--- src/rtl/seq_detect_param_if.sv ---
// seq_detect_param_if: serial-bit in/out bundle for the sequence detector
interface seq_detect_param_if #(
   parameter int N     = 5,
   parameter int CNT_W = 8
);
   logic                 en;
   logic                 in;
   logic                 clr_cnt;
   logic                 match;
   logic                 match_q;
   logic [$clog2(N)-1:0] state;
   logic [CNT_W-1:0]     match_cnt;
   modport master (output en, in, clr_cnt, input match, match_q, state, match_cnt);
   modport slave  (input en, in, clr_cnt, output match, match_q, state, match_cnt);
endinterface

--- src/rtl/seq_detect_param.sv ---
// seq_detect_param: KMP serial pattern detector with Mealy match output.
// Define SEQ_DETECT_CNT_EN to include the saturating match counter.
module seq_detect_param #(
   parameter int             N       = 5,
   parameter logic [N-1:0]   PATTERN = 5'b10011,
   parameter bit             OVERLAP = 1,
   parameter int             CNT_W   = 8
) (
   input logic               clk,
   input logic               rst,
   seq_detect_param_if.slave b
);
   localparam int SW = $clog2(N);
   // longest prefix that is a suffix of (first k pattern bits, then bit_in), excluding a full match
   function automatic int kmp(int k, logic bit_in);
      int  best;
      int  i;
      logic ok;
      best = 0;
      for (int j = 1; j <= N - 1; j++) begin
         if (j <= k + 1) begin
            ok = 1'b1;
            for (int t = 0; t < j; t++) begin
               i = k + 1 - j + t;
               if (((i == k) ? bit_in : PATTERN[N-1-i]) != PATTERN[N-1-t]) ok = 1'b0;
            end
            if (ok) best = j;
         end
      end
      return best;
   endfunction
   function automatic int border();
      int  best;
      logic ok;
      best = 0;
      for (int j = 1; j <= N - 1; j++) begin
         ok = 1'b1;
         for (int t = 0; t < j; t++)
            if (PATTERN[N-1-t] != PATTERN[j-1-t]) ok = 1'b0;
         if (ok) best = j;
      end
      return best;
   endfunction
   localparam logic [SW-1:0] FB = OVERLAP ? SW'(border()) : '0;
   logic [SW-1:0] t0 [N];
   logic [SW-1:0] t1 [N];
   logic [SW-1:0] st;
   logic [SW-1:0] nxt;
   logic          valid;
   logic          hit;
   logic          hit_q;
   genvar k;
   for (k = 0; k < N; k++) begin : g_tab
      assign t0[k] = SW'(kmp(k, 1'b0));
      assign t1[k] = SW'(kmp(k, 1'b1));
   end
   always_comb begin
      valid = 32'(st) < N;
      hit   = !rst && valid && b.en && st == SW'(N - 1) && b.in == PATTERN[0];
      nxt   = !valid ? '0 : !b.en ? st : hit ? FB : b.in ? t1[st] : t0[st];
   end
   always_ff @(posedge clk or posedge rst) begin
      if (rst) begin
         st    <= '0;
         hit_q <= 1'b0;
      end else begin
         st    <= nxt;
         hit_q <= hit;
      end
   end
   assign b.state   = st;
   assign b.match   = hit;
   assign b.match_q = hit_q;
`ifdef SEQ_DETECT_CNT_EN
   logic [CNT_W-1:0] cnt;
   always_ff @(posedge clk or posedge rst) begin
      if (rst) cnt <= '0;
      else if (b.clr_cnt) cnt <= '0;
      else if (hit && cnt != '1) cnt <= cnt + 1'b1;
   end
   assign b.match_cnt = cnt;
`else
   logic unused_clr;
   assign unused_clr  = b.clr_cnt;
   assign b.match_cnt = CNT_W'(0);
`endif
endmodule

--- src/flat_wrapper.sv ---
// flat-port wrapper written by rule: the top's interface ports become plain ports
module seq_detect_param_flat 
#(
   parameter int             N       = 5,
   parameter logic [N-1:0]   PATTERN = 5'b10011,
   parameter bit             OVERLAP = 1,
   parameter int             CNT_W   = 8
)
  (clk, rst, b_en, b_in, b_clr_cnt, b_match, b_match_q, b_state, b_match_cnt);
  seq_detect_param_if #(.N(N), .CNT_W(CNT_W)) b_i ();
  input logic clk;
  input logic rst;
  input wire logic [$bits(b_i.en)-1:0] b_en;
  input wire logic [$bits(b_i.in)-1:0] b_in;
  input wire logic [$bits(b_i.clr_cnt)-1:0] b_clr_cnt;
  output wire logic [$bits(b_i.match)-1:0] b_match;
  output wire logic [$bits(b_i.match_q)-1:0] b_match_q;
  output wire logic [$bits(b_i.state)-1:0] b_state;
  output wire logic [$bits(b_i.match_cnt)-1:0] b_match_cnt;
  assign b_i.en = b_en;
  assign b_i.in = b_in;
  assign b_i.clr_cnt = b_clr_cnt;
  assign b_match = b_i.match;
  assign b_match_q = b_i.match_q;
  assign b_state = b_i.state;
  assign b_match_cnt = b_i.match_cnt;
  seq_detect_param #(.N(N), .PATTERN(PATTERN), .OVERLAP(OVERLAP), .CNT_W(CNT_W)) u_core (.clk(clk), .rst(rst), .b(b_i));
endmodule
--- config.mk ---
export PLATFORM = sky130hd
export DESIGN_NAME = seq_detect_param_flat
export DESIGN_NICKNAME = d
export VERILOG_FILES = /design/src/rtl/seq_detect_param_if.sv /design/src/rtl/seq_detect_param.sv /design/src/flat_wrapper.sv
export SDC_FILE = /design/constraint.sdc
export NUM_CORES = 1
export LEC_CHECK = 0
export BUFFER_PORTS_ARGS = -buffer_cell sky130_fd_sc_hd__buf_2
export CAP_MARGIN = 20
export CORE_AREA = 2 2 39 41
export CTS_CLUSTER_DIAMETER = 60
export DETAILED_ROUTE_END_ITERATION = 16
export DIE_AREA = 0 0 41 43
export PLACE_DENSITY_LB_ADDON = 0.15
export SYNTH_ARGS = -nofsm -noshare
export SYNTH_HDL_FRONTEND = slang
export SYNTH_SLANG_ARGS = --single-unit
--- constraint.sdc ---
create_clock -name clk -period 1.61 [get_ports clk]
set_clock_uncertainty 0.15 [all_clocks]
set_input_delay 0.0805 -clock clk [delete_from_list [all_inputs] [get_ports clk]]
set_output_delay 0.0805 -clock clk [all_outputs]
set_load 0.05 [all_outputs]
-- Word level (Yosys, flattened, before mapping)
Memories as Yosys holds them, arrays and structs flattened.
Cells that the tools add are included.
- order comparisons: 2
- eq/ne operators: 2
- mux-type cells: 8
- bitwise logic cells: 1
- reduce and logical (&&, ||, !) cells: 5
- operator list (cell ; count):
    two-way mux 3 bit ; 8
    greater-or-equal comparator 4 bit (second input constant) ; 1
    logical AND 1 bit ; 4
    NOT 3 -> 4 bit ; 1
    == test 3 bit (second input constant) ; 1
    < comparator 3 bit (second input constant) ; 1
    inequality test 2 bit (second input constant) ; 1
    zero test 1 bit ; 1
- register bits: 4
- memory bits (read-only): 48
- input port bits: 5
- output and inout port bits: 13
- word-level logic and storage cells: 22
- memories: 2
- memory list (name ; depth ; width ; rd ports ; clocked after memory_dff ; write ports ; line ; source):
    (no name shown) ; 8 ; 3 ; 1 ; 0 ; 0 ; seq_detect_param.sv:60 ; nxt = !valid ? '0 : !b.en ? st : hit ? FB : b.in ? t1[st] : t0[st];
    (no name shown) ; 8 ; 3 ; 1 ; 0 ; 0 ; seq_detect_param.sv:60 ;

-- Longest topological paths before layout
- depth in word-level cells: 8
- depth in mapped cells: 5

-- Worst setup path after synthesis
No wires, ideal clock.
- path kind: reg2reg
- start point: register u_core.st[2], in the netlist u_core.b.state[2]
- end point: register u_core.hit_q, in the netlist u_core.b.match_q
- library setup time: 226 ps
- arrival time: 2135 ps
- required time: 1234 ps
- path slack: -901 ps
- cell stages (with the launch flop): 3
- path buffers: 0
- period minus slack after synthesis: 2511 ps
- path through: dfrtp_1 > or3b_1 > nor4b_2
- word-level cells in the longest chain between the ends: 5
- elaborated cells between the ends (all ways): 6
- classes of those cells: order compare: 1; eq/ne: 1; reduce/logical: 4
- ends and longest elaborated chain (what ; line ; source):
    start, declared ; seq_detect_param.sv:47 ; logic [SW-1:0] st;
    start signal, assigned ; seq_detect_param.sv:67 ; st <= nxt;
    < comparator 3 bit ; seq_detect_param.sv:58 ; valid = 32'(st) < N;
    logical AND 1 bit (2 in series) ; seq_detect_param.sv:59 ; hit = !rst && valid && b.en && st == SW'(N - 1) && b.in == PATTERN[0];
    logical AND 1 bit (*) (2 in series) ; seq_detect_param.sv:59 ;
    named net b_match ; flat_wrapper.sv:16 ; output wire logic [$bits(b_i.match)-1:0] b_match;
    end signal, assigned ; seq_detect_param.sv:68 ; hit_q <= hit;
    end, declared ; seq_detect_param.sv:51 ; logic hit_q;
The timed path passes the listed nets; every way through them passes the cells marked *.
A chain may end at the register's enable or synchronous reset.

-- Worst setup path after layout
- start point: register u_core.st[1], in the netlist u_core.b.state[1]
- end point: output port b_match
- word-level cells in the longest chain between the ends: 5
- elaborated cells between the ends (all ways): 6
- classes of those cells: order compare: 1; eq/ne: 1; reduce/logical: 4
- ends and longest elaborated chain (what ; line):
    < comparator 3 bit ; seq_detect_param.sv:58
    logical AND 1 bit (2 in series) ; seq_detect_param.sv:59
    logical AND 1 bit (*) (2 in series) ; seq_detect_param.sv:59
    end, declared ; flat_wrapper.sv:16
Mark *: on every way between the ends. The rest lies on a longest branch, timed or not.

==> metrics.md <==
| Metric | Value |
|---|---|
| Result of the run | finished with violations |
| Violated checks | setup timing |
| Bufs on Longest Clock Path | 2 |
| DRC Markers | 0 |
| Starting density of the core | 0.224 |
| Ratio of cells with drive above 1 in the final layout | 0.423 |
| Netlist cell types | 13 |
| Buffers and inverters on the worst path | 1 |
| Number of levels the H-tree was split into | 1 |
| HPWL reported at the end of detailed placement | 496 um |
| Endpoint of the lowest-slack register-to-register path | u_core.b.state[1] |
| Worst-path maximum fanout | 2 |
| Pin count of the biggest net entering global routing | 7 |
| Cts bufs inserted | 3 |
| Clock sink count | 4 |
| Min Clock Period, post-route | 1.77 ns |
| Wire length per cell after detailed routing | 9.03 um |
| Most common cell after layout, fill and taps aside | sky130_fd_sc_hd__conb_1 |
| Static Leakage | 0.243 nW |
| Depth of the most critical reg-to-reg path | 6 |
| Max Freq | 0.565 GHz |
| CP Data Arrival Time | 1.54 ns |
| Overall via count from detail_route | 264 |
| Number of DRC violations after detailed-routing iteration 0 | 11 |
| Width of the chip | 41 um |
| Endpoint class of the critical path | output port |
| Cell with the largest stage delay on the worst path | sky130_fd_sc_hd__or3b_4 |
| First-pass GRT wire length | 986 um |
| 1st-pass router iterations | 3 |
| Endpoint required time on the critical path | 1.38 ns |
| Finish-stage setup viols | 1 |
| Number of diodes | 0 |
| Synth Instances | 34 |
| Tightest Hold Check Type | input pin to flop |
| Antenna violations before repair | 0 |
| Via density per instance | 3.88 |
| Setup slack on the worst flop-to-flop path | 0.11 ns |
| Die Span Y | 43 um |
| Hold Startpoint | b_in |
| Ratio of final minimum period to clock period | 1.10 |
| Remaining number of nets flagged by the antenna check after routing | 0 |
| Post-route worst setup slack | -0.159 ns |
| Max-slew violation count | 0 |
| Later-pin clock latency in the skew report | 0.23 ns |
| Average size of a mapped cell | 9.13 um^2 |
| All-Layer GR Usage | 0.0847 |
| Core Box Area | 0.00138 mm^2 |
| Overall die area | 0.00176 mm^2 |
| Sum of routed wire length over all layers | 614 um |
| VDD IR max | 0.277 mV |
| Setup repair after global routing missed its margin | yes |
| Critical path class | flop to output port |
| Portion of the post-synthesis area used by sequential elements | 0.323 |
| GRT Residual Overflow | 0 |
| IO Count | 18 |
| Layout filler cell count | 149 |
| Maximum capacitance violations | 0 |
| Area used by sequential logic in the layout | 104 um^2 |
| Area of the mapped netlist | 310 um^2 |
| Cell chosen for the clock root | sky130_fd_sc_hd__clkbuf_4 |
| Port Buf Inserts | 8 |
| Multi-input logic area | 161 um^2 |
| CP Launch Type | flop |
| Area growth from synthesis to layout | 42.3% |
| Synth warn | 0 |
| Flops & latches, synth | 4 |
| Highest-count cells in the layout ignoring fill and taps | sky130_fd_sc_hd__conb_1, sky130_fd_sc_hd__inv_1, sky130_fd_sc_hd__buf_2 |
| Layout net count | 61 |
| Ordered list of cells on the worst path | or3b_4, nor4b_4, buf_6 |
| Clock slew seen by the registers of the worst setup and hold paths | 0.04 ns |
| Post-route core utilization | 0.319 |
| Floorplan row count | 14 |
| Critical Path Max Stage Delay | 0.41 ns |
| TritonCTS clock tree | done |
| Critical register-to-register path startpoint | u_core.b.state[0] |
| Sum of internal, switching and leakage power | 460 uW |
| Via count of the first global-routing pass | 242 |
| Hold_ws | 0.0679 ns |
| Global placer's final weighted congestion | 0.810 |
| Final hold violation count | 0 |
| Total power per unit cell area | 1040 mW/mm^2 |
| Hold Path End | u_core.b.state[2] |
| Kind of cell with the highest combined delay on the critical path | simple AND/OR/NAND/NOR gates |
| Worst hold path depth | 3 |
[through the flow]
step	setup TNS (ns)	worst slack (ns)	cell area, um^2	cells
after detailed placement	-0.0203	-0.0203	389	62
after global placement	-0.0106	-0.0106	389	62
after global routing	-0.228	-0.228	442	68
after CTS	-0.173	-0.173	449	69
final	-0.159	-0.159	442	68
after floorplan	-0.710	-0.411	352	41
[power by group]
group          leakage (nW)  switching, mW  internal, mW
logic                 0.180          0.138        0.0623
registers            0.0490        0.00651         0.115
clock network        0.0150         0.0445        0.0933
[worst max-delay path by stage]
stage / start / end / cells after the start / slack, ns
after floorplan: u_core.b.state[2] / u_core.b.match_q / 2 / -0.41
after global placement: u_core.b.state[0] / b_match / 3 / -0.01
after detailed placement: u_core.b.state[0] / b_match / 3 / -0.02
after CTS: u_core.b.state[1] / b_match / 3 / -0.17
after global routing: u_core.b.state[1] / b_match / 3 / -0.23
final: u_core.b.state[1] / b_match / 3 / -0.16
[per-layer routing]
layer / up-vias / track usage / share of wire
met5: - / 0 / 0
met4: 0 / 0.0800 / 0
met3: 0 / 0.0157 / 0.068
met2: 14 / 0.119 / 0.52
met1: 121 / 0.101 / 0.41
li1: 129 / - / -
[state kept, by name, summed over array words and instances (netlist names)]
| signal | cells |
|---|---|
| u_core.b.match_q | 1 |
| u_core.b.state | 3 |
[cell families (layout without fill, tap and decap cells)]
logic type	Yosys count	count (layout)	share of synthesized area
compound gates	6	6	0.153
fa+ha+maj	3	3	0.121
buf+inv	15	26	0.278
other cells	1	8	0.0121
flops	4	4	0.323
simple gates	5	5	0.113
[worst reg2reg max path, stage by stage, from the launching register on]
cell and delay [ns]:
sky130_fd_sc_hd__dfrtp_2 0.39, sky130_fd_sc_hd__buf_4 0.15, sky130_fd_sc_hd__inv_1 0.07, sky130_fd_sc_hd__ha_1 0.23, sky130_fd_sc_hd__inv_1 0.05, sky130_fd_sc_hd__o21ai_0 0.07
sky130_fd_sc_hd__a32o_1 0.27
[area by class of cell]
class,instances,share of cell area
Inverter,7,0.0595
Multi-Input combinational cell,22,0.365
Tap cell,16,0.0453
Timing Repair Buffer,15,0.235
Sequential cell,4,0.235
Clock buffer,4,0.0595
[synth_stat cells]
| cell | number | area [um^2] |
|---|---|---|
| sky130_fd_sc_hd__nor4b_2 | 1 | 15.0 |
| sky130_fd_sc_hd__o32ai_1 | 1 | 8.76 |
| sky130_fd_sc_hd__nor2_1 | 1 | 3.75 |
| sky130_fd_sc_hd__o21ai_0 | 2 | 10.0 |
| sky130_fd_sc_hd__ha_1 | 3 | 37.5 |
| sky130_fd_sc_hd__dfrtp_1 | 4 | 100 |
| sky130_fd_sc_hd__a21o_2 | 1 | 8.76 |
| sky130_fd_sc_hd__nand2_1 | 2 | 7.51 |
| sky130_fd_sc_hd__or3b_1 | 1 | 8.76 |
| sky130_fd_sc_hd__inv_1 | 7 | 26.3 |
| sky130_fd_sc_hd__a32o_1 | 2 | 20.0 |
| sky130_fd_sc_hd__conb_1 | 1 | 3.75 |
| sky130_fd_sc_hd__buf_4 | 8 | 60.1 |
[timing repair]
action | in CTS | in global routing
pin swaps | 2 | 0
buffers inserted | 1 | 0
hold buffers | 2 | 0
resized for setup | 2 | 0
endpoints found under the setup margin | 1 | 2
hold endpoints to repair | 5 | 0
Note: power is estimated with default switching activity, not from simulation.
